===== config.mk =====
export PLATFORM = sky130hd
export DESIGN_NAME = multicycle_control
export DESIGN_NICKNAME = d
export VERILOG_FILES = /design/src/rtl/mc_pkg.sv /design/src/rtl/mc_perf_counter.sv /design/src/rtl/multicycle_control.sv
export SDC_FILE = /design/constraint.sdc
export NUM_CORES = 1
export LEC_CHECK = 0
export BUFFER_PORTS_ARGS = -buffer_cell sky130_fd_sc_hd__buf_2
export CAP_MARGIN = 10
export CORE_MARGIN = 1.5
export CORE_UTILIZATION = 35
export CTS_CLUSTER_SIZE = 40
export DETAILED_ROUTE_END_ITERATION = 8
export GPL_ROUTABILITY_DRIVEN = 0
export SYNTH_ARGS = -nofsm -noshare
export SYNTH_HDL_FRONTEND = slang
export SYNTH_SLANG_ARGS = --single-unit

===== constraint.sdc =====
create_clock -name clk -period 1.7 [get_ports clk]
set_input_delay 0.085 -clock clk [delete_from_list [all_inputs] [get_ports clk]]
set_output_delay 0.085 -clock clk [all_outputs]
set_load 0.1 [all_outputs]

===== src/rtl/mc_pkg.sv =====
// Shared definitions for the multicycle controller: FSM state codes, opcodes
// and the default performance-counter width.
package mc_pkg;

   typedef enum logic [2:0] {
      ST_FETCH  = 3'd0,
      ST_DECODE = 3'd1,
      ST_EXEC   = 3'd2,
      ST_MEM    = 3'd3,
      ST_WB     = 3'd4
   } state_t;

   localparam logic [1:0] OP_RTYPE  = 2'b00;
   localparam logic [1:0] OP_LOAD   = 2'b01;
   localparam logic [1:0] OP_STORE  = 2'b10;
   localparam logic [1:0] OP_BRANCH = 2'b11;

   localparam int CNT_W_DEF = 16;

   function automatic logic is_mem_op(input logic [1:0] op_val);
      return (op_val == OP_LOAD) || (op_val == OP_STORE);
   endfunction

endpackage


===== src/rtl/mc_perf_counter.sv =====
// Retired-instruction counter (wrapping) and memory-stall counter (saturating)
// for the multicycle controller.
module mc_perf_counter
   import mc_pkg::*;
#(
   parameter int CNT_W = CNT_W_DEF
) (
   input  logic             clk,
   input  logic             reset,
   input  logic             i_retire,
   input  logic             i_stall,
   output logic [CNT_W-1:0] o_instr_count,
   output logic [CNT_W-1:0] o_stall_count
);

   logic [CNT_W-1:0] r_instr_count;
   logic [CNT_W-1:0] r_stall_count;

   always_ff @(posedge clk or posedge reset) begin
      if (reset) begin
         r_instr_count <= '0;
         r_stall_count <= '0;
      end else begin
         if (i_retire)
            r_instr_count <= r_instr_count + CNT_W'(1);
         if (i_stall && (r_stall_count != '1))
            r_stall_count <= r_stall_count + CNT_W'(1);
      end
   end

   assign o_instr_count = r_instr_count;
   assign o_stall_count = r_stall_count;

endmodule


===== src/rtl/multicycle_control.sv =====
// Multicycle CPU control FSM (FETCH/DECODE/EXEC/MEM/WB) with combinational outputs.
// Optional performance counters are built when MC_PERF_EN is defined.
module multicycle_control
   import mc_pkg::*;
#(
   parameter int CNT_W = CNT_W_DEF
) (
   input  logic             clk,
   input  logic             reset,
   input  logic [1:0]       op,
   input  logic             zero,
   input  logic             mem_ready,
   output logic             PCWrite,
   output logic             IRWrite,
   output logic             IorD,
   output logic             Branch,
   output logic             MemToReg,
   output logic             MemRead,
   output logic             MemWrite,
   output logic             ALUop,
   output logic             ALUsrc,
   output logic             RegWrite,
   output logic             RegDst,
   output logic [2:0]       state
`ifdef MC_PERF_EN
   ,
   output logic [CNT_W-1:0] instr_count,
   output logic [CNT_W-1:0] stall_count
`endif
);

   state_t     r_state;
   state_t     w_state_next;
   logic [1:0] r_op_q;

   always_ff @(posedge clk or posedge reset) begin
      if (reset) begin
         r_state <= ST_FETCH;
         r_op_q  <= OP_RTYPE;
      end else begin
         r_state <= w_state_next;
         if (r_state == ST_DECODE)
            r_op_q <= op;
      end
   end

   always_comb begin
      w_state_next = r_state;
      PCWrite      = 1'b0;
      IRWrite      = 1'b0;
      IorD         = 1'b0;
      Branch       = 1'b0;
      MemToReg     = 1'b0;
      MemRead      = 1'b0;
      MemWrite     = 1'b0;
      ALUop        = 1'b0;
      ALUsrc       = 1'b0;
      RegWrite     = 1'b0;
      RegDst       = 1'b0;

      case (r_state)
         ST_FETCH: begin
            MemRead = 1'b1;
            if (mem_ready) begin
               IRWrite      = 1'b1;
               PCWrite      = 1'b1;
               w_state_next = ST_DECODE;
            end
         end
         ST_DECODE: w_state_next = ST_EXEC;
         ST_EXEC: begin
            ALUsrc = is_mem_op(r_op_q);
            ALUop  = (r_op_q == OP_RTYPE);
            if (r_op_q == OP_BRANCH) begin
               Branch       = 1'b1;
               PCWrite      = zero;
               w_state_next = ST_FETCH;
            end else if (r_op_q == OP_RTYPE) begin
               w_state_next = ST_WB;
            end else begin
               w_state_next = ST_MEM;
            end
         end
         ST_MEM: begin
            IorD     = 1'b1;
            MemRead  = (r_op_q == OP_LOAD);
            MemWrite = (r_op_q == OP_STORE);
            if (mem_ready)
               w_state_next = (r_op_q == OP_LOAD) ? ST_WB : ST_FETCH;
         end
         ST_WB: begin
            RegWrite     = 1'b1;
            RegDst       = (r_op_q == OP_RTYPE);
            MemToReg     = (r_op_q == OP_LOAD);
            w_state_next = ST_FETCH;
         end
         default: w_state_next = ST_FETCH;
      endcase

      // Reset overrides everything so an in-flight memory access is dropped at once.
      if (reset) begin
         PCWrite  = 1'b0;
         IRWrite  = 1'b0;
         IorD     = 1'b0;
         Branch   = 1'b0;
         MemToReg = 1'b0;
         MemRead  = 1'b0;
         MemWrite = 1'b0;
         ALUop    = 1'b0;
         ALUsrc   = 1'b0;
         RegWrite = 1'b0;
         RegDst   = 1'b0;
      end
   end

   assign state = r_state;

`ifdef MC_PERF_EN
   logic w_retire;
   logic w_stall;

   assign w_retire = (w_state_next == ST_FETCH) &&
                     ((r_state == ST_EXEC) || (r_state == ST_MEM) || (r_state == ST_WB));
   assign w_stall  = ((r_state == ST_FETCH) || (r_state == ST_MEM)) && !mem_ready;

   mc_perf_counter #(
      .CNT_W (CNT_W)
   ) u_perf (
      .clk           (clk),
      .reset         (reset),
      .i_retire      (w_retire),
      .i_stall       (w_stall),
      .o_instr_count (instr_count),
      .o_stall_count (stall_count)
   );
`endif

endmodule

After elaboration in Yosys (flattened, before gate mapping)
Cells that the tools add are included.
{"block": "totals", "elab_cells": 46, "out_inout_bits": 14, "regBits": 5, "input_bits": 6}
{"block": "op_classes", "reduce_logical": 4, "mux": 31, "eq_ne": 9}
{"cell": "$mux 1", "n": 23}
{"cell": "$mux 3", "n": 5}
{"cell": "$pmux 3 s4", "n": 1}
{"cell": "$eq 3x2->1 const B", "n": 2}
{"cell": "$eq 2x2->1 const B", "n": 2}
{"cell": "$ne 2x2->1 const B", "n": 2}
{"cell": "$pmux 1 s2", "n": 2}
{"cell": "$eq 3x1->1 const B", "n": 1}
{"cell": "$eq 3x3->1 const B", "n": 1}
{"cell": "$logic_not 3->1", "n": 1}
{"cell": "$eq 2x1->1 const B", "n": 1}
{"cell": "$logic_not 2->1", "n": 1}
{"cell": "$reduce_and 2->1", "n": 1}
{"cell": "$logic_or 1x1->1", "n": 1}

Longest topological paths before layout
Gate-level depths: netlist (run 1).
{"block": "logic_depth", "ltp_word": 4, "mapped_depth": 4, "mapped_depth_nobuf": 4}

Worst setup path after synthesis (run 1)
OpenSTA, ideal clock, no wires.
{"block": "synth_path", "path_kind": "reg2out", "startpoint": "register r_state[2], in the netlist state[2]", "endpoint": "output port MemToReg", "t_required_ps": 1615, "slack_ps": -1530, "t_arrival_ps": 3145, "path_stages_with_launch": 3, "n_path_buf": 0, "path_cell_list": "dfrtp_1 > nor4b_4 > and2_1"}
{"block": "synth_via", "elab_chain_len": 3}
{"item": "start, declared", "line_no": "multicycle_control.sv:32", "source": "state_t r_state;"}
{"item": "start signal, assigned", "line_no": "multicycle_control.sv:41", "source": "r_state <= w_state_next;"}
{"item": "$eq 3x3->1", "line_no": "multicycle_control.sv:61", "source": "case (r_state)"}
{"item": "$mux 1", "line_no": "multicycle_control.sv:61"}
{"item": "$mux 1", "line_no": "multicycle_control.sv:101", "source": "if (reset) begin"}
{"item": "end, declared", "line_no": "multicycle_control.sv:17", "source": "output logic MemToReg,"}
No other way between the ends.

Worst setup path after layout (run 1)
{"block": "layout_path", "startpoint": "register r_state[1], in the netlist state[1]", "endpoint": "output port PCWrite"}
{"block": "layout_via", "elab_chain_len": 3, "word_cells_on_any_way": 4, "classes_between": "eq/ne: 1; mux: 2; reduce/logical: 1"}
{"item": "$eq 3x2->1 / $logic_not 3->1 (equally long branches)", "line_no": "multicycle_control.sv:61"}
{"item": "$pmux 1 s2 *", "line_no": "multicycle_control.sv:61"}
{"item": "$mux 1 *", "line_no": "multicycle_control.sv:101"}
{"item": "end, declared", "line_no": "multicycle_control.sv:13", "source": "output logic PCWrite,"}
Mark *: on every way between the ends. The rest lies on a longest branch, timed or not.

==> results of run 1 <==
==> stage by stage <==
stage          hold slack, ns    util  std cells   TNS, ns  setup WS [ns]
6_report              0.07910  0.6838         81         0        0.03849
4_1_cts               0.06614  0.6795         81         0        0.02716
3_3_place_gp          0.05144  0.6485         76         0         0.2943
5_1_grt               0.07535  0.6838         81  -0.01173       -0.01173
3_5_place_dp          0.05235  0.6485         76         0         0.2872
2_1_floorplan         -0.1364       -         45    -1.982        -0.6858
==> flip-flops by register name, indices dropped and copies added (netlist names) <==
name    cells
state       3
r_op_q      2
==> synthesized netlist by cell type, drive strengths merged <==
cell type,instances
and3,6
dfrtp,5
ha,5
inv,3
nand2b,3
nor2,3
a2111oi,2
a21oi,2
and2,2
mux2,2
nand3,2
nor3b,2
a21bo,1
and2b,1
and4,1
buf,1
clkbuf,1
nand3b,1
nor4b,1
o21a,1
==> worst max path at each step <==
stage              from        to  slack, ns  cells past startpoint
2_1_floorplan  state[0]  MemToReg      -0.69                      2
3_3_place_gp   state[1]   PCWrite       0.29                      3
3_5_place_dp   state[1]   PCWrite       0.29                      3
4_1_cts        state[1]   PCWrite       0.03                      3
5_1_grt        state[1]   PCWrite      -0.01                      3
6_report       state[1]   PCWrite       0.04                      3
==> layout make-up <==
class                      instances  share of cell area
clock buffer                       4             0.03281
inverter                           3             0.01406
multi-input combinational         35              0.4234
sequential                         5              0.1703
tap                               14             0.02188
timing repair buffer              20              0.3375
==> logic make-up after synthesis <==
logic type,count (synthesis),synth area share
adders and majority gates,5,0.1337
buffers and inverters,5,0.06417
AOI/OAI and AO/OA,6,0.1497
and+or+nand+nor,22,0.3369
DFF,5,0.2674
muxes,2,0.04812
==> layer usage <==
metal | up-vias | wire (um)
li1 | 204 | -
met1 | 179 | 457
met2 | 14 | 506
met3 | 0 | 45
met4 | 0 | 0
met5 | - | 0
==> what timing repair did <==
| action | in CTS | in global routing |
|---|---|---|
| gates resized for setup | 0 | 2 |
| endpoints found under the setup margin | 0 | 2 |
| hold buffers | 1 | 0 |
| endpoints found under the hold margin | 5 | 0 |
==> qor.csv, run 1 <==
metric,value,unit
status,"complete, no violations",
die_height,39.57,um
worst_setup_hold_path_clk_slew,0.04,ns
met2_usage,0.2500,
critical_path.reg2reg.startpoint,state[1],
final.fill_count,79,
max_freq,601.9,MHz
worstHoldPathType,in -> reg,
layout_common_cells,"sky130_fd_sc_hd__buf_12 (11), sky130_fd_sc_hd__buf_2 (8), sky130_fd_sc_hd__and3_2 (5), sky130_fd_sc_hd__ha_1 (4)",
finalCritPeriodShare,0.9774,
timing.critical_path.fanout_max,15,
ys.warnings.count,0,
detailedRoute.firstPassIterationCount,1,
clock_sinks,5,
cts_made_buffers,3,
layout-drive-gt1-share,0.6567,
synth.top_cells.by_area,"sky130_fd_sc_hd__dfrtp_1 (27%), sky130_fd_sc_hd__ha_1 (13%), sky130_fd_sc_hd__and3_1 (8.0%)",
synth_top_area_frac,0.2674,
top_usage_layer,met2,
floorplan.die_area,0.001565,mm^2
critical_path.cell_chain,nand2b_4 -> a2111oi_4 -> buf_12,
multiInputGateArea,339.1,um^2
post-cts-setup-buffer-count,0,
period_needed,1.662,ns
critPathRequiredTime,1.62,ns
largest_net_degree_at_the_start_of_global_routing,16,
tritoncts,done,
rr_endpoint,r_op_q[0],
final_ant_viol_nets,0,
synthesis.instances,45,
area_growth,71.12,%
global_route.overflow_total,0,
worstPathArrival,1.58,ns
drc_errors,0,
final_count_of_pins_violating_max_slew,0,
vias_in_the_first_global_route,400,
ys_seq_elements,5,
pin_count,20,
critPathLaunchType,flip-flop,
tightest_slew,0.4884,ns
wire_length_of_the_first_global_routing_pass,1.669,mm
critical_path_capture_point_type,output pin,
synth.yosys.seq_area_share,0.2674,
critPathTopFamily,flip-flops,
per_instance_average_area_after_synthesis,10.40,um^2
critPathKind,reg -> out,
dpl_cell_area,759.5,um^2
grt.total_usage,0.1647,
detail_route.wl_per_cell,12.46,um
mappedNetlistArea,467.9,um^2
initialDrtViolationCount,0,
timing.clock.skew,0.003867,ns
initial_antenna_violation_count,0,
slew_headroom,0.6766,
detailed_place_hpwl,807.2,um
timing.hold.worst_path_depth,2,
grt_setup_unrepaired,true,
coreArea,0.001171,mm^2
final-hold-violation-count,0,
clock_latency,0.24,ns
fp-row-count,12,
via_count,397,
synth_top_cell_by_area,sky130_fd_sc_hd__dfrtp_1,
reg2reg_depth,2,
nNetsFinal,79,
cts_max_level,1,
initial_core_util,0.3996,
layout.cell_area.non_filler,800.8,um^2
synth_cell_type_count,22,
wirelength,1.009,mm
whs_endpoint,r_op_q[1],
clk_root_buffer_cell,sky130_fd_sc_hd__clkbuf_4,
synthesis.nets,56,
vias_per_cell,4.901,
ff2ff_setup_slack,0.34,ns
slowest_stage,sky130_fd_sc_hd__dfrtp_4,
maximum_single_stage_delay_on_the_critical_path,0.55,ns
max-clock-path-buffers,2,
max_cap_violations,0,
globalRouteMet3Util,0.03977,
port-buffer-count,19,
die_w,39.57,um
report.final.setup_viol,0,
grt_use_met1,0.1875,
num_antenna_cells,0,
register_area,136.4,um^2
cp_num_buf_inv,1,
timing.hold.worst.start,op[1],
most_frequent_standard_cell_in_the_layout_excluding_fill_and_tap_cells,sky130_fd_sc_hd__buf_12,
Power of run 1 is left out: the tool's default activity adds up to more than one toggle a clock period on the data nets, which glitch-free logic cannot reach.
==> inputs of run 2 (changes only) <==
==> constraint.sdc (replaced) <==
create_clock -name clk -period 1.89 [get_ports clk]
set_input_delay 0.0945 -clock clk [delete_from_list [all_inputs] [get_ports clk]]
set_output_delay 0.0945 -clock clk [all_outputs]
set_load 0.1 [all_outputs]
==> run 2 against run 1 <==
Compared with the run above:
- sequential share of layout area is 4.4 points higher
- highest routed layer unchanged
- critical path depth is the same
- die area stayed put
- hold slack gained 0.011 ns
- global-route usage shrank 1.4 points
- wire length decreased by 5.8%
- clock skew down 0.00069 ns
- count of clock-buffer cells in the layout unchanged
- sequential cell count stayed put
==> qor.csv, run 2 (synthesis gave the netlist of run 1 again) <==
metric,value,unit
status,"complete, no violations",
worstHoldPathType,in -> reg,
fp-row-count,12,
grt_setup_unrepaired,false,
final-hold-violation-count,0,
num_antenna_cells,0,
tightest_slew,0.4881,ns
slew_headroom,0.6768,
area_growth,36.10,%
final_util,0.5438,
layout_common_cells,"sky130_fd_sc_hd__buf_2 (18), sky130_fd_sc_hd__and3_1 (6), sky130_fd_sc_hd__ha_1 (5)",
detailed_place_hpwl,733.9,um
floorplan.die_area,0.001565,mm^2
timing.critical_path.fanout_max,15,
initialDrtViolationCount,4,
critPathRequiredTime,1.80,ns
clock_latency,0.24,ns
max-clock-path-buffers,2,
max_cap_violations,0,
clk_root_buffer_cell,sky130_fd_sc_hd__clkbuf_4,
largest_register_ff_count,3,
via_count,393,
vias_per_cell,4.852,
layout-drive-gt1-share,0.5224,
cts_max_level,1,
port-buffer-count,19,
detail_route.wl_per_cell,11.73,um
initial_core_util,0.3996,
drc_errors,0,
global_route.overflow_total,0,
cts_made_buffers,3,
die_w,39.57,um
max_freq,549.8,MHz
wire_length_of_the_first_global_routing_pass,1.518,mm
finalCritPeriodShare,0.9624,
report.final.setup_viol,0,
most_frequent_standard_cell_in_the_layout_excluding_fill_and_tap_cells,sky130_fd_sc_hd__buf_2,
final_count_of_pins_violating_max_slew,0,
timing.clock.skew,0.003182,ns
largest_net_degree_at_the_start_of_global_routing,16,
timing.hold.ws,0.08973,ns
vias_in_the_first_global_route,367,
post-cts-setup-buffer-count,0,
clock_sinks,5,
final_ant_viol_nets,0,
initial_antenna_violation_count,0,
coreArea,0.001171,mm^2
tritoncts,done,
pin_count,20,
critical_path_capture_point_type,output pin,
die_height,39.57,um
wirelength,950,um
grt.total_usage,0.1507,
critPathLaunchType,flip-flop,
worst_setup_hold_path_clk_slew,0.04,ns
critPathKind,reg -> out,
period_needed,1.819,ns
nNetsFinal,79,
worstPathArrival,1.72,ns
detailedRoute.firstPassIterationCount,3,
==> run 2: cell count changes in the layout (fill, tap and decap cells not counted) <==
| cell | previous run | this run |
|---|---|---|
| sky130_fd_sc_hd__buf_12 | 11 | 1 |
| sky130_fd_sc_hd__and4_1 | 0 | 1 |
| sky130_fd_sc_hd__ha_2 | 1 | 0 |
| sky130_fd_sc_hd__nor2_2 | 1 | 0 |
| sky130_fd_sc_hd__buf_2 | 8 | 18 |
| sky130_fd_sc_hd__o21a_1 | 0 | 1 |
| sky130_fd_sc_hd__and4_2 | 1 | 0 |
| sky130_fd_sc_hd__and3_2 | 5 | 0 |
| sky130_fd_sc_hd__ha_1 | 4 | 5 |
| sky130_fd_sc_hd__o21a_2 | 1 | 0 |
| sky130_fd_sc_hd__nor2_1 | 2 | 3 |
| sky130_fd_sc_hd__and3_1 | 1 | 6 |
==> run 2: through the flow <==
stage / setup WS [ns] / cells / TNS [ns] / instance area [um^2]
finish: 0.07110 / 81 / 0 / 636.9
global route: 0.01479 / 81 / 0 / 636.9
CTS: 0.04451 / 81 / 0 / 636.9
detailed placement: 0.3072 / 76 / 0 / 600.6
global placement: 0.2983 / 76 / 0 / 600.6
floorplan: -0.5053 / 45 / -1.261 / 491.7
==> run 2: worst paths after layout <==
path                             end  startpoint  cells past startpoint  slack [ns]
setup reg to reg            state[0]   r_op_q[0]                      4        0.52
max in group asynchronous   state[1]       reset                      3        1.34
setup / recovery            MemToReg    state[0]                      3        0.07
min in group asynchronous  r_op_q[0]       reset                      3        0.36
hold reg to reg             state[1]    state[2]                      1        0.56
hold / removal             r_op_q[1]       op[1]                      2        0.09
==> run 2: area by class of cell <==
| type | instances | area (um^2) |
|---|---|---|
| inverters | 3 | 11.26 |
| fillers | 114 | 534.3 |
| clock buffers | 4 | 26.28 |
| repair buffers | 20 | 120.1 |
| flip-flops and latches | 5 | 136.4 |
| multi-input cells | 35 | 325.3 |
| well taps | 14 | 17.52 |
==> run 2: what timing repair did <==
| item | CTS | global route |
|---|---|---|
| endpoints found under the hold margin | 5 | 0 |
| resized for setup | 0 | 0 |
| setup endpoints to repair | 0 | 0 |
| hold buffers | 1 | 0 |
==> run 2: per-layer routing <==
layer / vias to the layer above / wire length, um / GRT usage
met3: 0 / 57 / 0.03409
met5: - / 0 / 0
met4: 0 / 0 / 0.1034
met2: 15 / 421 / 0.2213
li1: 203 / - / -
met1: 175 / 471 / 0.1916
==> run 2: critical path, cell delays in order, from the launching register on <==
cell and delay, ns:
sky130_fd_sc_hd__dfrtp_4 0.56, sky130_fd_sc_hd__nor4b_4 0.33, sky130_fd_sc_hd__and2_4 0.18, sky130_fd_sc_hd__buf_2 0.41
Power of run 2 is left out for the same reason.
==> inputs of run 3 (changes only) <==
--- a/config.mk
+++ b/config.mk
@@ -12,6 +12,7 @@
 export CTS_CLUSTER_SIZE = 40
 export DETAILED_ROUTE_END_ITERATION = 8
 export GPL_ROUTABILITY_DRIVEN = 0
+export RECOVER_POWER = 50
 export SYNTH_ARGS = -nofsm -noshare
 export SYNTH_HDL_FRONTEND = slang
 export SYNTH_SLANG_ARGS = --single-unit
==> run 3 against run 2 <==
Compared with the run above:
- maximum frequency about the same
- count of clock-buffer cells in the layout stayed put
- hold slack unchanged
- sequential share of layout area down 0.47 points
- clock skew is essentially flat
- highest routed layer unchanged
==> qor.csv, run 3 (synthesis gave the netlist of run 1 again) <==
metric,value,unit
max_freq,549.4,MHz
nNetsFinal,79,
timing.critical_path.fanout_max,15,
initial_core_util,0.3996,
die_height,39.57,um
final.fill_count,116,
tritoncts,done,
detailed_place_hpwl,733.9,um
grt_use_met1,0.1916,
worstHoldPathType,in -> reg,
placed_cells_incl_taps,76,
detailedRoute.firstPassIterationCount,3,
ff2ff_setup_slack,0.50,ns
area_growth,35.29,%
critical_path.reg2reg.startpoint,state[1],
via_count,393,
detail_route.wl_per_cell,11.74,um
met2_usage,0.2213,
multiInputGateArea,325.3,um^2
die_w,39.57,um
initial_antenna_violation_count,0,
rr_endpoint,r_op_q[0],
globalRouteMet3Util,0.03409,
floorplan.die_area,0.001565,mm^2
grt.total_usage,0.1507,
most_frequent_standard_cell_in_the_layout_excluding_fill_and_tap_cells,sky130_fd_sc_hd__buf_2,
whs_endpoint,r_op_q[1],
cts_max_level,1,
fp-row-count,12,
final_count_of_pins_violating_max_slew,0,
layoutNonFillerInstCount,81,
layout_common_cells,"sky130_fd_sc_hd__buf_2 (15), sky130_fd_sc_hd__and3_1 (6), sky130_fd_sc_hd__ha_1 (5)",
max_cap_violations,0,
finalCritPeriodShare,0.9630,
vias_in_the_first_global_route,367,
critPathKind,reg -> out,
timing.clock.skew,0.003179,ns
period_needed,1.820,ns
timing.hold.worst_path_depth,2,
final_ant_viol_nets,0,
slew_headroom,0.6398,
layout-drive-gt1-share,0.5075,
clk_root_buffer_cell,sky130_fd_sc_hd__clkbuf_4,
top_usage_layer,met2,
critPathLaunchType,flip-flop,
global_route.overflow_total,0,
worstPathArrival,1.73,ns
final-hold-violation-count,0,
vias_per_cell,4.852,
reg2reg_depth,2,
initialDrtViolationCount,4,
largest_net_degree_at_the_start_of_global_routing,16,
pin_count,20,
cts_made_buffers,3,
grt_setup_unrepaired,false,
worst_setup_hold_path_clk_slew,0.04,ns
wirelength,951,um
timing.hold.worst.start,op[1],
critical_path.startpoint,state[0],
critPathRequiredTime,1.80,ns
critical_path_capture_point_type,output pin,
status,"complete, no violations",
port-buffer-count,19,
cts-resized-gates,0,
tightest_slew,0.5426,ns
drc_errors,0,
largest_register_ff_count,3,
max-clock-path-buffers,2,
register_area,132.6,um^2
report.final.setup_viol,0,
clock_latency,0.24,ns
num_antenna_cells,0,
wire_length_of_the_first_global_routing_pass,1.518,mm
clock_sinks,5,
coreArea,0.001171,mm^2
## run 3: cell types whose count changed in the layout (fill, tap and decap cells not counted)
cell,delta
sky130_fd_sc_hd__dfrtp_4,-1
sky130_fd_sc_hd__clkbuf_2,+3
sky130_fd_sc_hd__dfrtp_1,+1
sky130_fd_sc_hd__buf_2,-3
## run 3: worst max path at each step
stage                    end  cells after the start
CTS                 MemToReg                      3
floorplan           MemToReg                      2
global placement    MemToReg                      3
finish              MemToReg                      3
global route          RegDst                      3
detailed placement  MemToReg                      3
## run 3: stage by stage
step	worst slack (ns)	hold WS (ns)	utilization	TNS (ns)	instance area [um^2]
floorplan	-0.5053	-0.1269	-	-1.261	491.7
global placement	0.2983	0.06456	0.5128	0	600.6
detailed placement	0.3072	0.05865	0.5128	0	600.6
CTS	0.04451	0.08099	0.5438	0	636.9
global route	0.01389	0.08985	0.5406	0	633.1
finish	0.06986	0.08973	0.5406	0	633.1
## run 3: area by class of cell
| class | instances | share of cell area |
|---|---|---|
| flip-flops and latches | 5 | 0.2095 |
| inverters | 3 | 0.01779 |
| repair buffers | 20 | 0.1897 |
| clock buffers | 4 | 0.04150 |
| multi-input cells | 35 | 0.5138 |
| well taps | 14 | 0.02767 |
## run 3: critical path: stages, from the launching register on
cell and delay, ns:
sky130_fd_sc_hd__dfrtp_4 0.56, sky130_fd_sc_hd__nor4b_4 0.33, sky130_fd_sc_hd__and2_4 0.18, sky130_fd_sc_hd__buf_2 0.41
## run 3: what timing repair did
| item | in CTS | in global routing |
|---|---|---|
| hold buffers | 1 | 0 |
| endpoints found under the hold margin | 5 | 0 |
| buffers inserted | 0 | 0 |
## run 3: metal layers
layer / part of all wire / routed length (um)
met3: 0.060 / 57
met5: 0 / 0
met1: 0.50 / 473
met2: 0.44 / 420
met4: 0 / 0
Power of run 3 is left out for the same reason.
